## src/rtl/serial_add_pkg.sv

```systemverilog
// Shared types and limits for the bit-serial adder sequencer.
package serial_add_pkg;

  localparam int unsigned MAX_WIDTH = 32;

  typedef enum logic [1:0] {
    IDLE = 2'b00,
    RUN  = 2'b01,
    DONE = 2'b10
  } state_t;

endpackage

```

## src/rtl/full_adder.sv

```systemverilog
// Existing 1-bit full adder cell shared by the serial adder datapath.
module full_adder (
  input  logic a_in,
  input  logic b_in,
  input  logic c_in,
  output logic sum_out,
  output logic car_out
);

  assign sum_out = a_in ^ b_in ^ c_in;
  assign car_out = (a_in & b_in) | (a_in & c_in) | (b_in & c_in);

endmodule

```

## src/rtl/serial_add_ctrl.sv

```systemverilog
// Bit-serial adder sequencer: one full_adder cell, LSB first, registered carry,
// result held with a done/ack handshake.
module serial_add_ctrl
  import serial_add_pkg::*;
#(
  parameter  int unsigned WIDTH = 8,
  localparam int unsigned CNT_W = $clog2(WIDTH) + 1
) (
  input  logic             clk_in,
  input  logic             rst_n_in,
  input  logic             start_in,
  input  logic [WIDTH-1:0] a_in,
  input  logic [WIDTH-1:0] b_in,
  input  logic             c_in,
  output logic             busy_out,
  output logic             done_out,
  input  logic             ack_in,
  output logic [WIDTH-1:0] sum_out,
  output logic             car_out
);

  state_t             state_q, state_d;
  logic [WIDTH-1:0]   opa_q, opa_d;
  logic [WIDTH-1:0]   opb_q, opb_d;
  logic [WIDTH-1:0]   res_q, res_d;
  logic [WIDTH-1:0]   sum_q, sum_d;
  logic               carry_q, carry_d;
  logic               car_q, car_d;
  logic [CNT_W-1:0]   cnt_q, cnt_d;
  logic               fa_sum, fa_car;

  full_adder u_fa (
    .a_in    (opa_q[0]),
    .b_in    (opb_q[0]),
    .c_in    (carry_q),
    .sum_out (fa_sum),
    .car_out (fa_car)
  );

  always_ff @(posedge clk_in or negedge rst_n_in) begin
    if (!rst_n_in) begin
      state_q <= IDLE;
      opa_q   <= '0;
      opb_q   <= '0;
      res_q   <= '0;
      sum_q   <= '0;
      carry_q <= 1'b0;
      car_q   <= 1'b0;
      cnt_q   <= '0;
    end else begin
      state_q <= state_d;
      opa_q   <= opa_d;
      opb_q   <= opb_d;
      res_q   <= res_d;
      sum_q   <= sum_d;
      carry_q <= carry_d;
      car_q   <= car_d;
      cnt_q   <= cnt_d;
    end
  end

  always_comb begin
    state_d = state_q;
    opa_d   = opa_q;
    opb_d   = opb_q;
    res_d   = res_q;
    sum_d   = sum_q;
    carry_d = carry_q;
    car_d   = car_q;
    cnt_d   = cnt_q;
    unique case (state_q)
      IDLE: begin
        if (start_in) begin
          opa_d   = a_in;
          opb_d   = b_in;
          carry_d = c_in;
          cnt_d   = '0;
          state_d = RUN;
        end
      end
      RUN: begin
        carry_d = fa_car;
        // Insert the new bit at the MSB via shift/OR so WIDTH=1 needs no reversed slice.
        res_d   = (res_q >> 1) | (WIDTH'(fa_sum) << (WIDTH - 1));
        opa_d   = opa_q >> 1;
        opb_d   = opb_q >> 1;
        cnt_d   = cnt_q + CNT_W'(1);
        if (cnt_q == CNT_W'(WIDTH - 1)) begin
          sum_d   = res_d;
          car_d   = fa_car;
          state_d = DONE;
        end
      end
      DONE: begin
        if (ack_in) state_d = IDLE;
      end
      default: state_d = IDLE;
    endcase
  end

  assign busy_out = (state_q != IDLE);
  assign done_out = (state_q == DONE);
  assign sum_out  = sum_q;
  assign car_out  = car_q;

endmodule

```

## config.mk

```make
export PLATFORM = sky130hd
export DESIGN_NAME = serial_add_ctrl
export DESIGN_NICKNAME = d
export VERILOG_FILES = /design/src/rtl/serial_add_pkg.sv /design/src/rtl/full_adder.sv /design/src/rtl/serial_add_ctrl.sv
export SDC_FILE = /design/constraint.sdc
export NUM_CORES = 1
export LEC_CHECK = 0
export BUFFER_PORTS_ARGS = -buffer_cell sky130_fd_sc_hd__buf_2
export CORE_MARGIN = 4
export CORE_UTILIZATION = 40
export DETAILED_ROUTE_END_ITERATION = 8
export PLACE_DENSITY = 0.69
export SKIP_LAST_GASP = 1
export SYNTH_ARGS = -nofsm -noshare
export SYNTH_HDL_FRONTEND = slang
export SYNTH_SLANG_ARGS = --single-unit
```

## constraint.sdc

```tcl
create_clock -name clk_in -period 2.1 [get_ports clk_in]
set_input_delay 0.42 -clock clk_in [delete_from_list [all_inputs] [get_ports clk_in]]
set_output_delay 0.42 -clock clk_in [all_outputs]
set_load 0.02 [all_outputs]
```

==> metrics.txt <==
# TYPE chip_impl_metric gauge
chip_impl_info{name="run_status",value="finished clean"} 1
chip_impl_metric{name="max_freq",unit="MHz"} 523
chip_impl_metric{name="maximum_number_of_pins_on_one_net_before_global_route_repair",unit=""} 24
chip_impl_metric{name="crit_path_max_fanout",unit=""} 15
chip_impl_metric{name="final-hold-violation-count",unit=""} 0
chip_impl_metric{name="worst_path_largest_cell_delay",unit="ns"} 0.52
chip_impl_metric{name="io_buffer_count",unit=""} 31
chip_impl_metric{name="cp.buffers_inverters",unit=""} 2
chip_impl_metric{name="drt.antenna.violating_nets",unit=""} 0
chip_impl_metric{name="drv_slew",unit=""} 0
chip_impl_metric{name="timing_worst_slew_pin_value",unit="ns"} 0.738
chip_impl_metric{name="antennaDiodeCount",unit=""} 0
chip_impl_metric{name="mapped_cells",unit=""} 171
chip_impl_metric{name="total_power_per_unit_cell_area",unit="mW/mm²"} 1330
chip_impl_metric{name="insertion_delay",unit="ns"} 0.30
chip_impl_metric{name="grt_pass1_wl",unit="mm"} 6.50
chip_impl_info{name="cts_tree",value="built"} 1
chip_impl_metric{name="avgViaCountPerCell",unit=""} 5.23
chip_impl_metric{name="vias_after_detailed_routing",unit=""} 1345
chip_impl_metric{name="detailedRoute.firstIterationViolations",unit=""} 91
chip_impl_info{name="timing.setup.critical_path_class",value="register to output port"} 1
chip_impl_metric{name="mappedNetlistNets",unit=""} 194
chip_impl_metric{name="antenna_found_initial",unit=""} 0
chip_impl_metric{name="multiInputGateArea",unit="µm²"} 748
chip_impl_metric{name="avgSynthCellArea",unit="µm²"} 10.4
chip_impl_info{name="final_cell_mix",value="sky130_fd_sc_hd__dfrtp_1 (39), sky130_fd_sc_hd__buf_2 (31), sky130_fd_sc_hd__nand2_1 (26)"} 1
chip_impl_metric{name="syn-cell-area",unit="mm²"} 0.00178
chip_impl_info{name="critPathTopFamily",value="flip-flops"} 1
chip_impl_info{name="synth.largest_area_cell",value="sky130_fd_sc_hd__dfrtp_1"} 1
chip_impl_metric{name="core",unit="mm²"} 0.00414
chip_impl_metric{name="number_of_sinks_handled_by_clock_tree_synthesis",unit=""} 39
chip_impl_metric{name="vdd_ir_drop_max",unit="µV"} 506
chip_impl_metric{name="worst_ep_arrival_time",unit="ns"} 1.49
chip_impl_metric{name="worst_clock_skew",unit="ns"} 0.00534
chip_impl_metric{name="timing.slew.headroom",unit=""} 0.507
chip_impl_metric{name="post_cts_resized",unit=""} 0
chip_impl_metric{name="dieArea",unit="mm²"} 0.00557
chip_impl_metric{name="globalRoute.totalOverflow",unit=""} 0
chip_impl_metric{name="synth_largest_type_area_fraction",unit=""} 0.550
chip_impl_info{name="synthTopCellsByArea",value="sky130_fd_sc_hd__dfrtp_1 (55%), sky130_fd_sc_hd__nor2b_1 (7.0%), sky130_fd_sc_hd__a22oi_1 (6.3%), sky130_fd_sc_hd__mux2_2 (6.3%), sky130_fd_sc_hd__nand2_1 (5.5%)"} 1
chip_impl_metric{name="syn2layout_area_growth",unit="%"} 18.0
chip_impl_metric{name="ys_types",unit=""} 22
chip_impl_metric{name="fin_crit",unit="ns"} 1.91
chip_impl_metric{name="cts_buffer_depth",unit=""} 2
chip_impl_metric{name="routed_wl_per_cell",unit="µm"} 14.5
chip_impl_metric{name="start_util",unit=""} 0.428
chip_impl_metric{name="cts_hold_buffers",unit=""} 0
chip_impl_info{name="worst_path_max_delay_cell",value="sky130_fd_sc_hd__dfrtp_1"} 1
chip_impl_metric{name="cts_buffers",unit=""} 5
chip_impl_metric{name="final.hold.worst_slack",unit="ns"} 0.0729
chip_impl_metric{name="worst_setup_hold_path_clk_slew",unit="ns"} 0.08
chip_impl_info{name="worst_setup_path_start_kind",value="register"} 1
chip_impl_metric{name="total_leakage_power",unit="nW"} 1.00
chip_impl_metric{name="cap_violations",unit=""} 0
chip_impl_metric{name="synthesis.yosys.warnings",unit=""} 0
chip_impl_metric{name="postSynthRegisterBits",unit=""} 39
chip_impl_metric{name="layout.area.seq",unit="µm²"} 976
chip_impl_metric{name="final_nets",unit=""} 229
chip_impl_metric{name="critPathRequiredTime",unit="ns"} 1.68
chip_impl_info{name="layout.cells.most_common",value="sky130_fd_sc_hd__dfrtp_1"} 1
chip_impl_metric{name="number_of_buffers_inserted_to_repair_setup_after_cts",unit=""} 0
chip_impl_info{name="setup_repair_after_global_routing_missed_its_margin",value="no"} 1
chip_impl_metric{name="drc_errors",unit=""} 0
chip_impl_metric{name="routed_wl",unit="mm"} 3.73
chip_impl_info{name="critical_path_cell_by_cell",value="buf_4 > nor2b_1 > buf_2"} 1
chip_impl_metric{name="final_area",unit="mm²"} 0.00209
chip_impl_metric{name="ioPinCount",unit=""} 32
chip_impl_metric{name="layout.filler_cells",unit=""} 395
chip_impl_metric{name="final_util",unit=""} 0.505
chip_impl_metric{name="detailedPlacementHpwl",unit="mm"} 2.66
chip_impl_metric{name="grt.total_usage",unit=""} 0.156
chip_impl_metric{name="drive_gt1_frac",unit=""} 0.280
chip_impl_metric{name="die_width",unit="µm"} 74.6
chip_impl_metric{name="grt_pass1_vias",unit=""} 1393
chip_impl_metric{name="report.final.setup_viol",unit=""} 0
chip_impl_metric{name="finalWeightedCongestion",unit=""} 0.743
chip_impl_metric{name="fin_tns_setup",unit="ns"} 0
chip_impl_metric{name="first_pass_iters",unit=""} 4
chip_impl_metric{name="fin_crit_sh",unit=""} 0.911
chip_impl_metric{name="placedInstanceArea",unit="mm²"} 0.00201
chip_impl_info{name="class_of_the_most_critical_hold_timing_path",value="primary input to async pin"} 1
chip_impl_info{name="setup.worst_path.end_class",value="output port"} 1
chip_impl_metric{name="rows",unit=""} 23
chip_impl_info{name="clockRootBuffer",value="sky130_fd_sc_hd__clkbuf_8"} 1
chip_impl_metric{name="cts_htree_levels",unit=""} 2
chip_impl_metric{name="sequential_area_share_after_synthesis",unit=""} 0.550
chip_impl_metric{name="die_y",unit="µm"} 74.6
## per-stage QoR
step / worst slack (ns) / std cells / power [mW]
finish: 0.186 / 257 / 2.79
global route: 0.0789 / 257 / 3.02
CTS: 0.168 / 257 / 2.83
floorplan: 0.536 / 171 / 2.00
global placement: 0.434 / 249 / 2.28
detailed placement: 0.393 / 249 / 2.33
## per-layer routing
metal,vias up,wire length [µm],global-route usage,part of all wire
li1,666,-,-,-
met1,655,1640,0.199,0.44
met2,18,1870,0.252,0.50
met3,6,148,0.0454,0.040
met4,0,62,0.0573,0.017
met5,-,0,0,0
## final timing paths
path | slack, ns | startpoint | depth (start not counted) | end
max | 0.19 | state_q[1] | 3 | done_out
min | 0.07 | rst_n_in | 1 | cnt_q[1]
max reg2reg | 0.39 | state_q[1] | 4 | opa_q[1]
min reg2reg | 0.48 | res_q[1] | 2 | res_q[1]
max in group asynchronous | 1.56 | rst_n_in | 2 | sum_out[6]
min in group clk_in | 0.41 | b_in[5] | 3 | opb_q[5]
## cell usage after synthesis
| cell type | n |
|---|---|
| sky130_fd_sc_hd__a21o_1 | 1 |
| sky130_fd_sc_hd__a21oi_1 | 18 |
| sky130_fd_sc_hd__a22o_1 | 2 |
| sky130_fd_sc_hd__a22oi_1 | 15 |
| sky130_fd_sc_hd__buf_2 | 2 |
| sky130_fd_sc_hd__buf_6 | 1 |
| sky130_fd_sc_hd__clkbuf_1 | 7 |
| sky130_fd_sc_hd__dfrtp_1 | 39 |
| sky130_fd_sc_hd__fa_1 | 1 |
| sky130_fd_sc_hd__ha_1 | 1 |
| sky130_fd_sc_hd__inv_1 | 1 |
| sky130_fd_sc_hd__mux2_2 | 10 |
| sky130_fd_sc_hd__nand2_1 | 26 |
| sky130_fd_sc_hd__nand2b_1 | 1 |
| sky130_fd_sc_hd__nand3_1 | 2 |
| sky130_fd_sc_hd__nor2_1 | 2 |
| sky130_fd_sc_hd__nor2b_1 | 20 |
| sky130_fd_sc_hd__nor3_4 | 1 |
| sky130_fd_sc_hd__o21ai_0 | 18 |
| sky130_fd_sc_hd__o21bai_1 | 1 |
| sky130_fd_sc_hd__o311ai_0 | 1 |
| sky130_fd_sc_hd__or2_2 | 1 |
## report_power, final
group	total [mW]	internal, mW	switching (mW)	leakage, nW
Combinational	1.01	0.459	0.553	0.449
Clock	0.491	0.227	0.264	0.0477
Sequential	1.28	1.05	0.233	0.506
Total	2.79	1.74	1.05	1.00
## cell families after synthesis
| group | count (synthesis) | share of synthesized area |
|---|---|---|
| buf+inv | 11 | 0.0289 |
| flops | 39 | 0.550 |
| simple gates | 53 | 0.152 |
| fa+ha+maj | 2 | 0.0183 |
| mux | 10 | 0.0634 |
| compound gates | 56 | 0.188 |
## state kept, by name (all words and copies together), names as in the netlist
| name | count |
|---|---|
| carry_q | 1 |
| car_out | 1 |
| opb_q | 8 |
| sum_out | 8 |
| state_q | 2 |
| opa_q | 8 |
| res_q | 7 |
| cnt_q | 4 |
## worst register-to-register path, cell delays in order, from the launching register on
cell and delay, ns:
sky130_fd_sc_hd__dfrtp_1 0.49, sky130_fd_sc_hd__nor2b_1 0.63, sky130_fd_sc_hd__buf_4 0.32, sky130_fd_sc_hd__a22oi_1 0.09
sky130_fd_sc_hd__o21ai_0 0.10
## cell type report
class / instances / share of cell area
clock inverters: 3 / 0.00717
well taps: 50 / 0.0299
inverters: 1 / 0.00179
clock buffers: 5 / 0.0329
multi-input cells: 121 / 0.357
repair buffers: 38 / 0.105
flip-flops and latches: 39 / 0.466
Note: power is estimated with default switching activity, not from simulation.
